File: src/rtl/adder_share_arbiter_20b.sv
// adder_share_arbiter_20b
//   Two requesters share one 2-cycle pipelined 20-bit adder. A round-robin
//   arbiter grants at most one requester per cycle; a 2-entry tag pipeline
//   runs beside the adder so each result returns as a one-cycle strobe to
//   the requester that issued it. Per-requester completion counters wrap.
//
// Ports
//   clk, rstn                 clock, asynchronous active-low reset
//   reqN_valid/a/b, reqN_ready  requester N operand handshake (N = 0, 1)
//   rspN_valid, rsp_sum       result strobe for requester N, shared W+1 sum
//   busy                      an operation is in flight in the adder
//   cnt0, cnt1                completed operations per requester (wrapping)
//
// pipe_carry_select_adder_20b
//   Two-stage 20-bit adder: stage 1 adds the low 10 bits, stage 2 adds the
//   high 10 bits for both carry-in values and picks one with the low carry.
//   Operands presented in cycle k produce sum in cycle k+2.
//
// Ports
//   clk, rstn   clock, asynchronous active-low reset
//   a, b, cin   operands and carry-in
//   sum         registered 21-bit result

module pipe_carry_select_adder_20b (
    input  logic        clk,
    input  logic        rstn,
    input  logic [19:0] a,
    input  logic [19:0] b,
    input  logic        cin,
    output logic [20:0] sum
);

    logic [10:0] lo_full;
    logic [9:0]  lo_sum_d, lo_sum_q;
    logic        lo_c_d,   lo_c_q;
    logic [9:0]  a_hi_d,   a_hi_q;
    logic [9:0]  b_hi_d,   b_hi_q;
    logic [10:0] hi_c0;
    logic [10:0] hi_c1;
    logic [20:0] sum_d,    sum_q;

    always_comb begin
        lo_full  = {1'b0, a[9:0]} + {1'b0, b[9:0]} + {10'd0, cin};
        lo_sum_d = lo_full[9:0];
        lo_c_d   = lo_full[10];
        a_hi_d   = a[19:10];
        b_hi_d   = b[19:10];
    end

    // Both high-half candidates are formed in parallel; the registered low
    // carry only drives the final select.
    always_comb begin
        hi_c0 = {1'b0, a_hi_q} + {1'b0, b_hi_q};
        hi_c1 = hi_c0 + 11'd1;
        sum_d = lo_c_q ? {hi_c1, lo_sum_q} : {hi_c0, lo_sum_q};
    end

    always_ff @(posedge clk or negedge rstn) begin
        if (!rstn) begin
            lo_sum_q <= '0;
            lo_c_q   <= 1'b0;
            a_hi_q   <= '0;
            b_hi_q   <= '0;
            sum_q    <= '0;
        end else begin
            lo_sum_q <= lo_sum_d;
            lo_c_q   <= lo_c_d;
            a_hi_q   <= a_hi_d;
            b_hi_q   <= b_hi_d;
            sum_q    <= sum_d;
        end
    end

    assign sum = sum_q;

endmodule

// Arbitration state (last_q)
//   state | meaning
//   0     | requester 0 granted most recently; requester 1 wins next tie
//   1     | requester 1 granted most recently (reset); requester 0 wins next tie
module adder_share_arbiter_20b #(
    parameter int W     = 20,
    parameter int CNT_W = 16
) (
    input  logic             clk,
    input  logic             rstn,
    input  logic             req0_valid,
    input  logic [W-1:0]     req0_a,
    input  logic [W-1:0]     req0_b,
    output logic             req0_ready,
    input  logic             req1_valid,
    input  logic [W-1:0]     req1_a,
    input  logic [W-1:0]     req1_b,
    output logic             req1_ready,
    output logic             rsp0_valid,
    output logic             rsp1_valid,
    output logic [W:0]       rsp_sum,
    output logic             busy,
    output logic [CNT_W-1:0] cnt0,
    output logic [CNT_W-1:0] cnt1
);

    logic             last_d, last_q;
    logic             gnt0, gnt1;
    logic [W-1:0]     op_a, op_b;
    logic [1:0]       tag0_d, tag0_q;   // {valid, requester id}
    logic [1:0]       tag1_d, tag1_q;
    logic [CNT_W-1:0] cnt0_d, cnt0_q;
    logic [CNT_W-1:0] cnt1_d, cnt1_q;
    logic [W:0]       add_sum;

    // State register
    always_ff @(posedge clk or negedge rstn) begin
        if (!rstn) begin
            last_q <= 1'b1;
            tag0_q <= '0;
            tag1_q <= '0;
            cnt0_q <= '0;
            cnt1_q <= '0;
        end else begin
            last_q <= last_d;
            tag0_q <= tag0_d;
            tag1_q <= tag1_d;
            cnt0_q <= cnt0_d;
            cnt1_q <= cnt1_d;
        end
    end

    // Grant / next-state. rstn gates the grants so nothing is accepted
    // while reset is held, even though the flops are already cleared.
    always_comb begin
        gnt0 = 1'b0;
        gnt1 = 1'b0;
        if (rstn) begin
            if (req0_valid && req1_valid) begin
                gnt0 = last_q;
                gnt1 = !last_q;
            end else begin
                gnt0 = req0_valid;
                gnt1 = req1_valid;
            end
        end
        last_d = last_q;
        if (gnt0)      last_d = 1'b0;
        else if (gnt1) last_d = 1'b1;
        tag0_d = {gnt0 | gnt1, gnt1};
        tag1_d = tag0_q;
        cnt0_d = cnt0_q;
        cnt1_d = cnt1_q;
        if (tag1_q[1] && !tag1_q[0]) cnt0_d = cnt0_q + {{(CNT_W-1){1'b0}}, 1'b1};
        if (tag1_q[1] &&  tag1_q[0]) cnt1_d = cnt1_q + {{(CNT_W-1){1'b0}}, 1'b1};
    end

    // Outputs
    always_comb begin
        op_a = '0;
        op_b = '0;
        if (gnt0) begin
            op_a = req0_a;
            op_b = req0_b;
        end else if (gnt1) begin
            op_a = req1_a;
            op_b = req1_b;
        end
        req0_ready = gnt0;
        req1_ready = gnt1;
        rsp0_valid = tag1_q[1] && !tag1_q[0];
        rsp1_valid = tag1_q[1] &&  tag1_q[0];
        rsp_sum    = add_sum;
        busy       = tag0_q[1] | tag1_q[1];
        cnt0       = cnt0_q;
        cnt1       = cnt1_q;
    end

    pipe_carry_select_adder_20b u_adder (
        .clk  (clk),
        .rstn (rstn),
        .a    (op_a),
        .b    (op_b),
        .cin  (1'b0),
        .sum  (add_sum)
    );

endmodule

File: config.mk
export PLATFORM = sky130hd
export DESIGN_NAME = adder_share_arbiter_20b
export DESIGN_NICKNAME = d
export VERILOG_FILES = /design/src/rtl/adder_share_arbiter_20b.sv
export SDC_FILE = /design/constraint.sdc
export NUM_CORES = 1
export LEC_CHECK = 0
export CAP_MARGIN = 20
export CORE_MARGIN = 4
export CORE_UTILIZATION = 34
export CTS_CLUSTER_SIZE = 40
export DETAILED_ROUTE_END_ITERATION = 8
export PLACE_DENSITY_LB_ADDON = 0.25
export SYNTH_ARGS = -nofsm -noshare
export SYNTH_HDL_FRONTEND = slang
export SYNTH_SLANG_ARGS = --single-unit
File: constraint.sdc
create_clock -name clk -period 4.1 [get_ports clk]
set_input_delay 0.615 -clock clk [delete_from_list [all_inputs] [get_ports clk]]
set_output_delay 0.615 -clock clk [all_outputs]
set_load 0.02 [all_outputs]
==> results of run 1 <==
power by group through the flow:
stage                     combinational (uW)  sequential, uW  clock (uW)
after floorplan                          239            1200           0
after global placement                   679            1110           0
after detailed placement                 689            1110           0
after CTS                                691            1100         901
after global routing                     740            1110         938
final                                    681            1090         874
cells in the final DEF, fill, tap and decap left out, drive strengths merged, types with 2 or more instances in the layout:
cell type      instances
nand4                  9
nand2                 21
and3                   6
fa                     2
dfrtp                 88
xnor2                 36
clkbuf                10
nor2b                  2
a21oi                 13
bufinv                 2
o211ai                 2
nor3b                  2
nor2                  15
nand2b                 3
a31o                   2
a22o                  40
mux2                   3
o21ai                  8
a31oi                  2
xor2                  17
buf                    5
and4                   2
a21o                   5
clkinv                 2
nor3                   3
clkdlybuf4s50        140
nand3                 13
ha                    23
inv                   11
cells by family after synthesis:
family | after synthesis | share of synthesized area, %
DFF | 89 | 53.68
and+or+nand+nor | 79 | 10.28
AOI/OAI and AO/OA | 78 | 14.44
xor gates and xnor gates | 53 | 11.18
adders and majority gates | 25 | 7.896
buffers and inverters | 19 | 1.718
muxes | 3 | 0.8137
routing by layer:
metal | up-vias | global-route usage (%)
met2 | 123 | 22.37
met3 | 9 | 4.976
met1 | 1457 | 18.06
li1 | 1536 | -
met5 | - | 0
met4 | 0 | 5.648
critical path, cell delays in order:
cell and delay [ns]:
clkdlybuf4s50_1 0.56, nand2_1 0.12, a21oi_2 0.30, buf_4 0.40
a22o_1 0.20, ha_1 0.26, inv_1 0.06, o21ai_1 0.09
a2111o_1 0.44, a31o_2 0.24, a21oi_1 0.18, xnor2_1 0.13
through the flow:
| step | area (um^2) | cells | util, % | hold WS, ns |
|---|---|---|---|---|
| 5_1_grt | 6085 | 645 | 50.87 | 0.3477 |
| 3_3_place_gp | 5756 | 629 | 48.12 | 0.3345 |
| 2_1_floorplan | 4151 | 346 | - | 0.3194 |
| 6_report | 6085 | 645 | 50.87 | 0.3468 |
| 4_1_cts | 6085 | 645 | 50.87 | 0.3490 |
| 3_5_place_dp | 5756 | 629 | 48.12 | 0.3379 |
state kept, by name (all words and copies together) (netlist names):
name	count
tag1_q	2
cnt1	16
last_q	1
u_adder.a_hi_q	10
u_adder.b_hi_q	10
cnt0	16
u_adder.sum	21
u_adder.lo_sum_q	10
u_adder.lo_c_q	1
tag0_q	2
final timing paths:
path	start	to	slack, ns	depth (start not counted)
min	u_adder.lo_sum_q[3]$_DFF_PN0_	u_adder.sum[3]$_DFF_PN0_	0.35	0
min reg2reg	u_adder.lo_sum_q[3]$_DFF_PN0_	u_adder.sum[3]$_DFF_PN0_	0.35	0
min in group asynchronous	rstn	cnt1[15]$_DFFE_PN0P_	0.39	2
max in group asynchronous	rstn	u_adder.a_hi_q[3]$_DFF_PN0_	2.69	3
max	req0_valid	u_adder.lo_sum_q[9]$_DFF_PN0_	0.75	12
max reg2reg	last_q$_DFFE_PN1P_	u_adder.lo_sum_q[9]$_DFF_PN0_	1.06	11
cell type report:
class | instances | share of cell area, %
Multi-Input combinational cell | 238 | 30.68
Clock inverter | 6 | 1.481
Sequential cell | 89 | 36.62
Inverter | 10 | 0.6169
Timing Repair Buffer | 145 | 23.65
Clock buffer | 10 | 3.928
Tap cell | 147 | 3.023
==> impl_metrics.csv, run 1 <==
group,metric,value,unit
clock_network,clkSinkCount,89,
die,io-pin-count,142,
synth,synth_enable_flop_cells,0,
synth,synth_commonest_cells,"dfrtp_1, a22o_1, xnor2_1",
timing,fmax,298.6,MHz
global_routing,grt_usage,14.25,%
drt,vias_per_cell,4.845,
power,total_power,2649,uW
die,core_area,11960,um^2
global_routing,antenna_found_initial,0,
drt,drc,0,
synth,syn_area_per_cell,12.00,um^2
placement,place_hpwl,7706,um
clock_network,h-tree-depth,3,
flow_run,max_cap_violations,0,
placement,dp_slack,0.3918,ns
synth,synthFlopType,"dfrtp_1",
layout,syn2layout_area_growth,46.56,%
global_routing,grt_max_degree,57,
die,fp.dieArea,14040,um^2
timing,setup_ws,0.7508,ns
power,p_sw_share,27.74,%
power,p_seq_share,41.3,%
clock_network,cts-buffers-inserted,9,
die,die_height,118.5,um
power,clkPwrFrac,33.0,%
synth,yosys.area.top_type,"dfrtp_1",
synth,ys_ff_latch,89,
critical_path,setup.worst_path.class,"input port to flip-flop",
critical_path,worstPathRequired,4.36,ns
placement,portBuffers,141,
layout,drive_gt1_share,7.631,%
synth,synth_top_area_share,53.04,%
drt,wl_per_cell,14.78,um
timing,maxSlewHeadroom,55.65,%
timing,final_hold_viol_count,0,
timing,skew,0.005830,ns
synth,synth.distinct_cells,42,
layout,diodes,0,
timing,grt_setup_unrepaired,"no",
die,rows,40,
clock_network,clk_path_buf_depth,2,
drt,drtIter0Drc,144,
timing,final.period_utilization,81.69,%
clock_network,post_cts_resized,0,
timing,tightest_slew,0.6652,ns
clock_network,cts_tree,"yes",
drt,highest-signal-layer,"met4",
global_routing,grt_overflow,0,
die,initial_utilization,34.71,%
synth,syn_inst,346,
global_routing,grt_pass1_vias,3246,
clock_network,worstSkewPairLatency,0.33,ns
critical_path,start_kind,"input port",
synth,syn_nets,455,
critical_path,end_kind,"flip-flop",
power,ir_worst_vdd,0.1675,mV
drt,m1WireLength,4256,um
clock_network,hold_buffers,0,
synth,synth.most_common_cell,"dfrtp_1",
global_routing,grt_pass1_wl,16040,um
drt,ant_nets,0,
timing,layout_min_cycle_time,3.349,ns
synth,synth_seq_area_share,53.68,%
power,p_sw,734.7,uW
timing,report.final.slew_viol_count,0,
synth,async_flop_share,100.0,%
clock_network,ctsRootBufferMaster,"clkbuf_16",
timing,fin_setup_tns,0,ns
critical_path,crit_arrival,3.61,ns
die,fp.dieW,118.5,um
drt,via_count,3125,
drt,routed_wirelength,9534,um
power,p_int,1914,uW
synth,yosysWarnings,0,
power,pwr-share-comb,25.7,%
drt,wl_met3,806,um
clock_network,post_cts_buffers,0,
layout,fin_nets,602,
layout,num-fill-cells,1088,
clock_network,clkTransAtPathRegs,0.06,ns
drt,wl_met2,4319,um
layout,regArea,2228,um^2
outcome,status,"finished clean",
synth,synthesis.area,4151,um^2
power,power.density,435.3,nW/um^2
drt,dr.pass1.iters,4,
layout,multiInputGateArea,1867,um^2
timing,finalSetupViolCount,0,
power,leakagePower,0.002767,uW
placement,place_congestion,0.8113,
worst_hold_path,hp-class,"flip-flop to flip-flop",
synth,ys_top_cells_by_area,"dfrtp_1, a22o_1, xnor2_1",
critical_path,path_max_fanout,34,
No activity file was read; power rests on OpenSTA's default activity.
==> inputs of run 2 (changes only) <==
==> constraint.sdc (replaced) <==
create_clock -name clk -period 3.5 [get_ports clk]
set_input_delay 0.525 -clock clk [delete_from_list [all_inputs] [get_ports clk]]
set_output_delay 0.525 -clock clk [all_outputs]
set_load 0.02 [all_outputs]
==> impl_metrics.csv, run 2 (same netlist as run 1, synthesis figures left out) <==
group,metric,value,unit
clock_network,post_cts_buffers,0,
timing,maxSlewHeadroom,58.50,%
timing,report.final.slew_viol_count,0,
layout,design_area,6065,um^2
layout,largest_reg_flops,21,
die,io-pin-count,142,
layout,syn2layout_area_growth,46.08,%
layout,layout_commonest_cell,"clkdlybuf4s50_1",
critical_path,worstPathCellList,"clkdlybuf4s50_1 -> nand2_1 -> a21oi_2 -> a22o_1 -> ha_1 -> a21o_1 -> a21oi_2 -> o21ai_1 -> a2111o_1 -> a31o_2 -> a21oi_1 -> xnor2_1",
power,leakagePower,0.002756,uW
clock_network,cts_tree,"yes",
critical_path,start_kind,"input port",
clock_network,worstSkewPairLatency,0.33,ns
clock_network,hold_buffers,0,
timing,skew,0.005984,ns
power,ir_worst_vdd,0.2141,mV
layout,num-fill-cells,1063,
timing,tightest_slew,0.6212,ns
timing,fin_setup_tns,0,ns
timing,fmax,312.3,MHz
worst_hold_path,hp-class,"input port to async pin",
drt,dr.pass1.iters,4,
timing,setup_ws,0.2982,ns
drt,ant_nets,0,
global_routing,grt_usage,14.20,%
drt,wl_per_cell,14.90,um
clock_network,clk_path_buf_depth,2,
drt,drc,0,
drt,vias_per_cell,4.883,
critical_path,worstPathRequired,3.76,ns
global_routing,grt_pass1_wl,15830,um
critical_path,slowest_delay,0.57,ns
critical_path,r2r_start,"last_q$_DFFE_PN1P_",
critical_path,worst_path_most_repeated_cell,"a21oi_2",
timing,hold_slack,0.3058,ns
timing,grt_setup_unrepaired,"no",
global_routing,grt_overflow,0,
layout,layout_common_cells,"clkdlybuf4s50_1, dfrtp_1, a22o_1",
global_routing,antenna_found_initial,0,
critical_path,end_kind,"flip-flop",
die,die_height,118.5,um
critical_path,reg2regPathDepth,11,
clock_network,cts-buffers-inserted,9,
outcome,status,"finished clean",
clock_network,h-tree-depth,3,
critical_path,rrSetupSlack,0.53,ns
placement,place_hpwl,7829,um
die,initial_utilization,34.71,%
die,rows,40,
drt,routed_wirelength,9642,um
timing,finalSetupViolCount,0,
die,core_area,11960,um^2
critical_path,cp_slowest_cell,"clkdlybuf4s50_1",
clock_network,clkSinkCount,89,
critical_path,path_max_fanout,9,
global_routing,grt_pass1_vias,3297,
die,fp.dieW,118.5,um
critical_path,worstReg2RegEnd,"u_adder.lo_sum_q[9]$_DFF_PN0_",
timing,final_hold_viol_count,0,
drt,drtIter0Drc,158,
clock_network,ctsRootBufferMaster,"clkbuf_16",
timing,final.period_utilization,91.48,%
flow_run,max_cap_violations,0,
layout,diodes,0,
power,power.density,496.1,nW/um^2
placement,portBuffers,141,
layout,drive_gt1_share,7.800,%
placement,dpl_cell_area,5771,um^2
placement,place_congestion,0.8017,
critical_path,crit_arrival,3.46,ns
drt,via_count,3159,
timing,layout_min_cycle_time,3.202,ns
clock_network,clkTransAtPathRegs,0.06,ns
critical_path,setup.worst_path.class,"input port to flip-flop",
layout,fin_nets,604,
clock_network,post_cts_resized,0,
die,fp.dieArea,14040,um^2
global_routing,grt_max_degree,52,
placement,dp_slack,-0.03932,ns
run 2: cell types whose count changed in the layout (fill, tap and decap cells not counted):
| cell | change |
|---|---|
| clkinvlp_4 | +1 |
| clkbuf_8 | +2 |
| clkinv_2 | -1 |
| clkbuf_1 | +1 |
| bufinv_16 | -2 |
| inv_6 | -1 |
| buf_4 | +2 |
run 2: worst max path at each step:
| stage | from | to | slack, ns | depth (start not counted) |
|---|---|---|---|---|
| after floorplan | req1_valid | u_adder.lo_sum_q[9]$_DFF_PN0_ | 0.54 | 12 |
| after global placement | req0_valid | u_adder.lo_sum_q[9]$_DFF_PN0_ | 0.05 | 12 |
| after detailed placement | req0_valid | u_adder.lo_sum_q[9]$_DFF_PN0_ | -0.04 | 12 |
| after CTS | req0_valid | u_adder.lo_sum_q[9]$_DFF_PN0_ | 0.32 | 12 |
| after global routing | req0_valid | u_adder.lo_c_q$_DFF_PN0_ | 0.13 | 14 |
| final | req0_valid | u_adder.lo_sum_q[9]$_DFF_PN0_ | 0.30 | 12 |
run 2: critical path: cells and delay by family:
| kind | cells | cell delay, ns |
|---|---|---|
| AO/OA/AOI/OAI | 8 | 1.87 |
| buffers and inverters | 1 | 0.57 |
| adder cells (fa/ha/maj) | 1 | 0.23 |
| AND/OR/NAND/NOR | 1 | 0.11 |
| XOR/XNOR | 1 | 0.13 |
run 2: cell type report:
class                      count  area, um^2  area share [%]
tap                          147       183.9           3.033
inverter                      10       37.54          0.6189
clock inverter                 3       23.77          0.3920
multi-input combinational    238        1867           30.78
timing repair buffer         147        1454           23.97
clock buffer                  13       270.3           4.456
sequential                    89        2228           36.74
run 2: layer usage:
layer / vias up / GRT usage (%) / wire length, um
met2: 126 / 22.44 / 4379
met3: 11 / 5.694 / 870
met5: - / 0 / 0
li1: 1538 / - / -
met4: 0 / 5.431 / 149
met1: 1484 / 17.47 / 4242
run 2: stage by stage:
step,power (uW),utilization (%),cells
2_1_floorplan,1690,-,346
3_3_place_gp,2098,48.24,631
5_1_grt,3169,50.70,647
3_5_place_dp,2116,48.24,631
4_1_cts,3049,50.70,647
6_report,3009,50.70,647
run 2: report_power, final:
| part | internal [uW] | switching [uW] | leakage [uW] |
|---|---|---|---|
| Clock | 541 | 380 | 0.000138 |
| Combinational | 420 | 385 | 0.00146 |
| Sequential | 1180 | 106 | 0.00116 |
| Total | 2140 | 871 | 0.00276 |
==> inputs of run 3 (changes only) <==
--- a/config.mk
+++ b/config.mk
@@ -10,6 +10,7 @@
 export CORE_UTILIZATION = 34
 export CTS_CLUSTER_SIZE = 40
 export DETAILED_ROUTE_END_ITERATION = 8
+export GPL_TIMING_DRIVEN = 0
 export PLACE_DENSITY_LB_ADDON = 0.25
 export SYNTH_ARGS = -nofsm -noshare
 export SYNTH_HDL_FRONTEND = slang
==> impl_metrics.csv, run 3 (same netlist as run 1, synthesis figures left out) <==
group,metric,value,unit
drt,drc,0,
drt,wl_met3,763,um
timing,finalSetupViolCount,0,
timing,fmax,301.3,MHz
layout,layout_commonest_cell,"clkdlybuf4s50_1",
layout,design_area,6116,um^2
drt,drtIter0Drc,126,
die,fp.dieArea,14040,um^2
clock_network,cts-buffers-inserted,9,
flow_run,max_cap_violations,0,
clock_network,hold_buffers,0,
global_routing,grt_usage,13.84,%
drt,ant_nets,0,
critical_path,cp_slowest_cell,"clkdlybuf4s50_1",
global_routing,grt_overflow,0,
clock_network,worstSkewPairLatency,0.33,ns
timing,final.period_utilization,94.83,%
critical_path,crit_arrival,3.57,ns
clock_network,h-tree-depth,3,
critical_path,cp-startpoint,"req0_valid",
power,ir_worst_vdd,0.2063,mV
layout,regArea,2228,um^2
critical_path,end_kind,"flip-flop",
drt,dr.pass1.iters,4,
global_routing,grt_pass1_vias,3321,
clock_network,cts_tree,"yes",
placement,portBuffers,141,
critical_path,worstReg2RegEnd,"u_adder.lo_sum_q[9]$_DFF_PN0_",
clock_network,clkTransAtPathRegs,0.06,ns
timing,layout_min_cycle_time,3.319,ns
critical_path,slowest_delay,0.54,ns
power,power.density,499.5,nW/um^2
critical_path,reg2regPathDepth,12,
timing,skew,0.007482,ns
die,io-pin-count,142,
drt,wl_met2,4542,um
timing,fin_setup_tns,0,ns
drt,highest-signal-layer,"met4",
layout,drive_gt1_share,7.738,%
timing,maxSlewHeadroom,63.99,%
critical_path,endpoint,"u_adder.lo_sum_q[9]$_DFF_PN0_",
die,core_area,11960,um^2
timing,final_hold_viol_count,0,
clock_network,ctsRootBufferMaster,"clkbuf_16",
critical_path,path_buf_inv,2,
die,initial_utilization,34.71,%
die,fp.dieW,118.5,um
die,die_height,118.5,um
worst_hold_path,hp-class,"input port to async pin",
critical_path,start_kind,"input port",
critical_path,r2r_start,"last_q$_DFFE_PN1P_",
critical_path,rrSetupSlack,0.40,ns
placement,dpl_cell_area,5772,um^2
placement,place_congestion,0.7700,
drt,vias_per_cell,4.816,
outcome,status,"finished clean",
timing,report.final.slew_viol_count,0,
critical_path,critPathTopFamily,"compound AO/OA/AOI/OAI gates",
timing,grt_setup_unrepaired,"no",
layout,largest_reg_flops,21,
layout,multiInputGateArea,1878,um^2
clock_network,clkSinkCount,89,
drt,wl_per_cell,14.63,um
layout,syn2layout_area_growth,47.32,%
placement,place_hpwl,7640,um
global_routing,grt_pass1_wl,15550,um
layout,layout_common_cells,"clkdlybuf4s50_1, dfrtp_1, a22o_1",
drt,m1WireLength,4093,um
die,rows,40,
clock_network,clk_path_buf_depth,2,
layout,num-fill-cells,1086,
global_routing,antenna_found_initial,0,
layout,fin_nets,608,
layout,diodes,0,
drt,routed_wirelength,9521,um
critical_path,path_depth,13,
drt,via_count,3135,
global_routing,grt_max_degree,66,
critical_path,worstPathCellList,"clkdlybuf4s50_1 -> nand2_1 -> a21oi_4 -> clkbuf_2 -> a22o_1 -> ha_1 -> a21o_1 -> a21oi_2 -> o21ai_1 -> a2111o_1 -> a31o_2 -> a21oi_1 -> xnor2_1",
critical_path,setup.worst_path.class,"input port to flip-flop",
timing,tightest_slew,0.5401,ns
power,leakagePower,0.002777,uW
critical_path,path_max_fanout,10,
critical_path,worstPathRequired,3.75,ns
[run 3: layout make-up]
type | count | share of cell area, %
Buffer | 9 | 0.7160
Clock buffer | 12 | 4.194
Clock inverter | 4 | 0.8388
Inverter | 10 | 0.6137
Multi-Input combinational cell | 238 | 30.71
Sequential cell | 89 | 36.44
Tap cell | 147 | 3.007
Timing Repair Buffer | 142 | 23.49
[run 3: where the power goes]
| group | internal (uW) | switching (uW) | total, uW | leakage [uW] |
|---|---|---|---|---|
| Sequential | 1180 | 102 | 1280 | 0.00116 |
| Combinational | 422 | 388 | 810 | 0.00147 |
| Clock | 592 | 374 | 966 | 0.000149 |
[run 3: timing repair]
action / 4_1_cts / 5_1_grt
pin swaps: 0 / 1
resized for setup: 7 / 9
buffers inserted: 0 / 0
endpoints found under the setup margin: 3 / 3
[run 3: how the worst min path moves through the flow]
| stage | start | end | slack [ns] |
|---|---|---|---|
| after CTS | rstn | cnt1[13]$_DFFE_PN0P_ | 0.11 |
| after global placement | u_adder.lo_sum_q[6]$_DFF_PN0_ | u_adder.sum[6]$_DFF_PN0_ | 0.33 |
| after global routing | rstn | cnt1[13]$_DFFE_PN0P_ | 0.13 |
| after floorplan | rstn | cnt0[0]$_DFFE_PN0P_ | 0.23 |
| final | rstn | cnt1[13]$_DFFE_PN0P_ | 0.11 |
| after detailed placement | u_adder.lo_sum_q[9]$_DFF_PN0_ | u_adder.sum[9]$_DFF_PN0_ | 0.34 |
[run 3: routing by layer]
layer	vias to the layer above	GRT usage (%)
met1	1464	16.54
li1	1547	-
met2	115	23.08
met5	-	0
met4	0	5.214
met3	9	4.737
[run 3: stage by stage]
| stage | setup slack, ns | util, % | total power, uW | hold slack (ns) | instances |
|---|---|---|---|---|---|
| after floorplan | 0.5445 | - | 1690 | 0.2294 | 346 |
| after global placement | -3.720 | 48.04 | 2087 | 0.3348 | 634 |
| after detailed placement | -0.6338 | 48.25 | 2114 | 0.3396 | 635 |
| after CTS | 0.06519 | 50.93 | 3098 | 0.1085 | 651 |
| after global routing | 0.002100 | 51.13 | 3217 | 0.1258 | 651 |
| final | 0.1808 | 51.13 | 3055 | 0.1124 | 651 |
